**config.mk**
```make
export PLATFORM = sky130hd
export DESIGN_NAME = rx_packet_cu
export DESIGN_NICKNAME = d
export VERILOG_FILES = /design/src/rtl/rx_pkg.sv /design/src/rtl/rx_pid_check.sv /design/src/rtl/rx_packet_cu.sv
export SDC_FILE = /design/constraint.sdc
export NUM_CORES = 1
export LEC_CHECK = 0
export CAP_MARGIN = 20
export CORE_MARGIN = 5
export CORE_UTILIZATION = 49
export CTS_CLUSTER_DIAMETER = 120
export DETAILED_ROUTE_END_ITERATION = 10
export PLACE_DENSITY_LB_ADDON = 0.25
export SYNTH_ARGS = -nofsm -noshare
export SYNTH_HDL_FRONTEND = slang
export SYNTH_SLANG_ARGS = --single-unit
export TNS_END_PERCENT = 30
```
**constraint.sdc**
```tcl
create_clock -name clk -period 2.3 [get_ports clk]
set_input_delay 0.46 -clock clk [delete_from_list [all_inputs] [get_ports clk]]
set_output_delay 0.46 -clock clk [all_outputs]
set_load 0.005 [all_outputs]
```
**src/rtl/rx_pkg.sv**
```systemverilog
// Shared types and constants for the USB receive-side packet control unit.
package rx_pkg;

  // Packet class, decoded from pid[1:0].
  typedef enum logic [1:0] {
    NONE      = 2'b00,
    TOKEN     = 2'b01,
    HANDSHAKE = 2'b10,
    DATA      = 2'b11
  } rx_type_t;

  typedef enum logic [3:0] {
    StIdle,
    StWaitSync,
    StWaitPid,
    StTokenBytes,
    StWaitHsEop,
    StFlush,
    StDataWait,
    StStore,
    StDone,
    StErrWait,
    StEidle
  } rx_state_t;

  localparam logic [3:0] PidOut   = 4'b0001;
  localparam logic [3:0] PidIn    = 4'b1001;
  localparam logic [3:0] PidSetup = 4'b1101;
  localparam logic [3:0] PidData0 = 4'b0011;
  localparam logic [3:0] PidData1 = 4'b1011;
  localparam logic [3:0] PidAck   = 4'b0010;
  localparam logic [3:0] PidNak   = 4'b1010;

  localparam logic [7:0] SyncByteDefault = 8'h80;

endpackage

```
**src/rtl/rx_pid_check.sv**
```systemverilog
// Combinational PID byte check: upper nibble is the PID, lower nibble its complement.
module rx_pid_check
  import rx_pkg::*;
(
  input  logic [7:0] pid_byte_i,
  output logic [3:0] pid_o,
  output rx_type_t   type_o,
  output logic       valid_o
);

  // Class 00 is reserved, so a correctly complemented PID of that class is still rejected.
  always_comb begin
    pid_o   = pid_byte_i[7:4];
    type_o  = rx_type_t'(pid_byte_i[5:4]);
    valid_o = (pid_byte_i[3:0] == ~pid_byte_i[7:4]) && (pid_byte_i[5:4] != 2'b00);
  end

endmodule

```
**src/rtl/rx_packet_cu.sv**
```systemverilog
// Receive packet control unit: validates SYNC/PID, classifies the packet,
// strobes data-buffer writes and reports completion or error.
module rx_packet_cu
  import rx_pkg::*;
#(
  parameter logic [7:0]  SYNC_BYTE      = SyncByteDefault,
  parameter int unsigned MAX_DATA_BYTES = 64
) (
  input  logic       clk,
  input  logic       rst,
  input  logic       d_edge,
  input  logic       byte_received,
  input  logic [7:0] rcv_data,
  input  logic       eop,
  output logic       rcving,
  output logic       r_error,
  output logic       w_enable,
  output logic       buffer_flush,
  output logic       packet_done,
  output logic [3:0] rx_pid,
  output rx_type_t   rx_type,
  output logic [6:0] byte_count
);

  // Payload limit including the two CRC16 bytes.
  localparam logic [6:0] ByteLimit = 7'(MAX_DATA_BYTES + 2);

  rx_state_t  state_q;
  logic [1:0] tok_cnt_q;
  logic [3:0] rx_pid_q;
  rx_type_t   rx_type_q;
  logic [6:0] byte_count_q;

  logic [3:0] pid_dec;
  rx_type_t   type_dec;
  logic       pid_valid;

  rx_pid_check u_pid_check (
    .pid_byte_i (rcv_data),
    .pid_o      (pid_dec),
    .type_o     (type_dec),
    .valid_o    (pid_valid)
  );

  // Packet sequencing; eop is tested before byte_received so a coincident byte is dropped.
  always_ff @(posedge clk) begin
    if (rst) begin
      state_q      <= StIdle;
      tok_cnt_q    <= 2'd0;
      rx_pid_q     <= 4'd0;
      rx_type_q    <= NONE;
      byte_count_q <= 7'd0;
    end else begin
      unique case (state_q)
        StIdle: if (d_edge) state_q <= StWaitSync;
        StWaitSync: begin
          if (eop) begin
            state_q <= StEidle;
          end else if (byte_received) begin
            state_q <= (rcv_data == SYNC_BYTE) ? StWaitPid : StErrWait;
          end
        end
        StWaitPid: begin
          if (eop) begin
            state_q <= StEidle;
          end else if (byte_received) begin
            if (!pid_valid) begin
              state_q <= StErrWait;
            end else begin
              rx_pid_q  <= pid_dec;
              rx_type_q <= type_dec;
              unique case (type_dec)
                TOKEN: begin
                  state_q   <= StTokenBytes;
                  tok_cnt_q <= 2'd0;
                end
                HANDSHAKE: state_q <= StWaitHsEop;
                default:   state_q <= StFlush;
              endcase
            end
          end
        end
        StTokenBytes: begin
          if (eop) begin
            state_q <= (tok_cnt_q == 2'd2) ? StDone : StEidle;
          end else if (byte_received) begin
            if (tok_cnt_q == 2'd2) state_q <= StErrWait;
            else                   tok_cnt_q <= tok_cnt_q + 2'd1;
          end
        end
        StWaitHsEop: begin
          if (eop)                state_q <= StDone;
          else if (byte_received) state_q <= StErrWait;
        end
        StFlush: begin
          byte_count_q <= 7'd0;
          state_q      <= StDataWait;
        end
        StDataWait: begin
          if (eop) begin
            state_q <= (byte_count_q >= 7'd2 && byte_count_q <= ByteLimit) ? StDone : StEidle;
          end else if (byte_received) begin
            state_q <= (byte_count_q < ByteLimit) ? StStore : StErrWait;
          end
        end
        StStore: begin
          if (byte_count_q != 7'h7f) byte_count_q <= byte_count_q + 7'd1;
          state_q <= StDataWait;
        end
        StDone:    state_q <= StIdle;
        StErrWait: if (eop) state_q <= StEidle;
        StEidle:   if (d_edge) state_q <= StWaitSync;
        default:   state_q <= StIdle;
      endcase
    end
  end

  // Moore decode of the status and strobe outputs.
  always_comb begin
    rcving       = !(state_q inside {StIdle, StDone, StEidle});
    r_error      = (state_q == StErrWait) || (state_q == StEidle);
    w_enable     = (state_q == StStore);
    buffer_flush = (state_q == StFlush);
    packet_done  = (state_q == StDone);
    rx_pid       = rx_pid_q;
    rx_type      = rx_type_q;
    byte_count   = byte_count_q;
  end

endmodule

```
==> flow_summary.yaml <==
outcome:
  status: "finished clean"
clocking:
  clock_latency_ns: 0.30
  cts_tree: "done"
  clk_pin_slew_worst_paths_ns: 0.11
  holdBufCountCts: 0
  cts_resized: 0
  clock_path_buffers: 2
  cts_setup_buffers: 0
  cts_root_buf: "clkbuf_4"
  clock-sinks: 17
  htree_levels: 1
  numCtsBuffers: 3
power_and_ir_drop:
  power_w: 0.000995
  power.density_mw_per_mm2: 567
  vdd_ir_drop_max_v: 0.000453
  power.leakage_nw: 0.638
sta:
  maxSlewViolCount: 0
  hold_viol: 0
  finalSetupViolCount: 0
  fmax_mhz: 455
  maxSlewHeadroom_pct: 57.1
  fin_worst_skew_ns: 0.00901
  worstMarginPinSlew_ns: 0.635
  rsz0062_at_grt: "false"
  setup_ws_ns: 0.0998
  period_minus_slack_ns: 2.20
  fin_crit_sh_pct: 95.7
critical_path:
  worstReg2RegStart: "byte_count[1]$_SDFFE_PP0P_"
  cp_num_buf_inv: 2
  critPathCaptureType: "output pin"
  reg2reg_depth: 6
  cp_max_fo: 13
  path_cells: "buf_4 > nor2_1 > nand2_1 > clkdlybuf4s50_1"
  crit_path_top_delay_cell: "dfxtp_1"
  critPathRequiredTime_ns: 1.84
  reg2reg_slack_ns: 0.37
  critPathKind: "register to output pin"
  worstReg2RegEnd: "byte_count[5]$_SDFFE_PP0P_"
  critPathArrivalTime_ns: 1.74
  critPathLaunchType: "register"
  max_stage_delay_ns: 0.54
  critPathTopFamily: "buffers and inverters"
global_route:
  grt_pass1_wl_mm: 6.31
  grtUsageMet2_pct: 36.8
  antenna_found_initial: 0
  grt.met3_usage_pct: 3.51
  grt_usage_pct: 21.6
  grt_overflow: 0
  grt_start_max_net_pins: 16
  grt.met1_usage_pct: 27.8
  grt_pass1_vias: 1421
  grt-busiest-layer: "met2"
cells_and_area:
  drive_above_1_share_pct: 13.8
  area_growth_pct: 32.7
  final_common_cell: "clkdlybuf4s50_1"
  diodes: 0
  final_cells: 240
  final_cell_mix: "clkdlybuf4s50_1, nor2_1, buf_4"
  nets: 227
placement:
  pre_cts_slack_ns: -0.0368
  hpwl_mm: 2.83
  numPortBuffers: 30
  gp_congestion: 0.922
  dpl.cell_count: 236
yosys:
  synth_cell_types: 50
  synth_cells: 169
  postSynthAreaPerCell_um2: 7.83
  synthFlopType: "dfxtp_1"
  async_reset_ff_share_pct: 0
  syn_nets: 185
  ys_seq_elements: 17
  synth_area_mm2: 0.00132
  synth_warnings: 0
  synth_edf_count: 0
  seq_area_frac_synth_pct: 25.7
route:
  wire_per_inst_um: 15.4
  drt-pass1-iter-count: 4
  ant_nets: 0
  via_per_inst: 6.07
  drt_iter0_drc: 93
  drc_errors: 0
  totalWireLength_mm: 3.70
  via_count: 1457
min_path:
  holdPathStages: 2
  hp-start: "rx_pid[3]$_SDFFE_PP0P_"
  holdPathEnd: "rx_pid[3]$_SDFFE_PP0P_"
  hp-class: "register to register"
floorplan:
  die_w_um: 62.0
  num_rows: 18
  io_pins: 31
  core_region_area_mm2: 0.00252
  initial_core_util_pct: 52.4
  die_h_um: 62.0
  die-area_mm2: 0.00384
flow_run:
  max-cap-violations: 0
==> state kept, by name, summed over array words and instances, names as in the netlist <==
signal      cells
byte_count      7
rx_pid          4
state_q         4
tok_cnt_q       2
==> worst reg2reg max path, stage by stage (launching register included) <==
cell and delay (ns):
dfxtp_1 0.41, ha_1 0.26, and2_1 0.19, a41oi_1 0.55
nand4_1 0.20, xor2_1 0.17, nor2_1 0.10
==> Yosys cell counts, types with 3 or more instances <==
| library cell | n | area share (%) |
|---|---|---|
| nor2_1 | 21 | 6.0 |
| dfxtp_1 | 17 | 26 |
| a21oi_1 | 13 | 4.9 |
| inv_1 | 9 | 2.6 |
| nand2_1 | 9 | 2.6 |
| nor3_1 | 7 | 2.6 |
| nand2b_1 | 6 | 2.8 |
| mux2i_1 | 5 | 3.8 |
| nor3b_1 | 5 | 2.8 |
| buf_4 | 4 | 2.3 |
| nand4_1 | 4 | 1.9 |
| nor2b_1 | 4 | 1.9 |
| xor2_1 | 4 | 2.6 |
| clkbuf_1 | 3 | 0.85 |
| ha_1 | 3 | 2.8 |
| nand3b_1 | 3 | 1.7 |
| nor4b_1 | 3 | 2.0 |
| o22ai_1 | 3 | 1.4 |
| o31ai_1 | 3 | 1.7 |
| xnor2_1 | 3 | 2.0 |
==> area by class of cell <==
class | instances | area [um^2]
timing repair buffer | 48 | 435
clock inverter | 1 | 5.00
inverter | 9 | 33.8
tap | 30 | 37.5
fill | 228 | 767
clock buffer | 3 | 22.5
sequential | 17 | 344
multi-input combinational | 132 | 877
==> worst max path at each step <==
| stage | from | endpoint | depth (start not counted) |
|---|---|---|---|
| after detailed placement | rcv_data[6] | rx_pid[2]$_SDFFE_PP0P_ | 7 |
| after floorplan | rcv_data[2] | rx_pid[0]$_SDFFE_PP0P_ | 6 |
| after global placement | rcv_data[6] | state_q[3]$_SDFFE_PP0P_ | 7 |
| final | state_q[0]$_SDFFE_PP0P_ | rcving | 4 |
| after CTS | state_q[2]$_SDFFE_PP0P_ | buffer_flush | 3 |
| after global routing | state_q[0]$_SDFFE_PP0P_ | rcving | 4 |
==> power breakdown <==
part / internal [W] / switching, W
logic: 0.000224 / 0.000229
clock network: 0.0000649 / 0.000107
registers: 0.000314 / 0.0000562
==> metrics by stage <==
| stage | hold slack, ns | area, um^2 | TNS, ns | util [%] |
|---|---|---|---|---|
| floorplan | 0.485 | 1320 | 0 | - |
| global placement | 0.483 | 1720 | 0 | 68.4 |
| detailed placement | 0.499 | 1720 | -0.106 | 68.4 |
| CTS | 0.527 | 1750 | 0 | 69.4 |
| global route | 0.577 | 1760 | 0 | 69.6 |
| finish | 0.524 | 1760 | 0 | 69.6 |
==> per-layer routing <==
| metal | wire length, um | vias up | part of all wire [%] |
|---|---|---|---|
| met5 | 0 | - | 0 |
| met4 | 34 | 0 | 0.92 |
| met3 | 299 | 6 | 8.1 |
| met2 | 1830 | 75 | 49 |
| met1 | 1540 | 671 | 42 |
| li1 | - | 705 | - |
==> cell families after synthesis <==
kind of cell             count (synthesis)  synth area share, %
AND/OR/NAND/NOR                         76                 33.2
adder cells (fa/ha/maj)                  3                 2.84
flip-flops                              17                 25.7
AO/OA/AOI/OAI                           41                 21.9
buffers and inverters                   20                 7.95
multiplexers                             5                 3.78
XOR/XNOR                                 7                 4.64
Power figures use the tool's default switching activity.
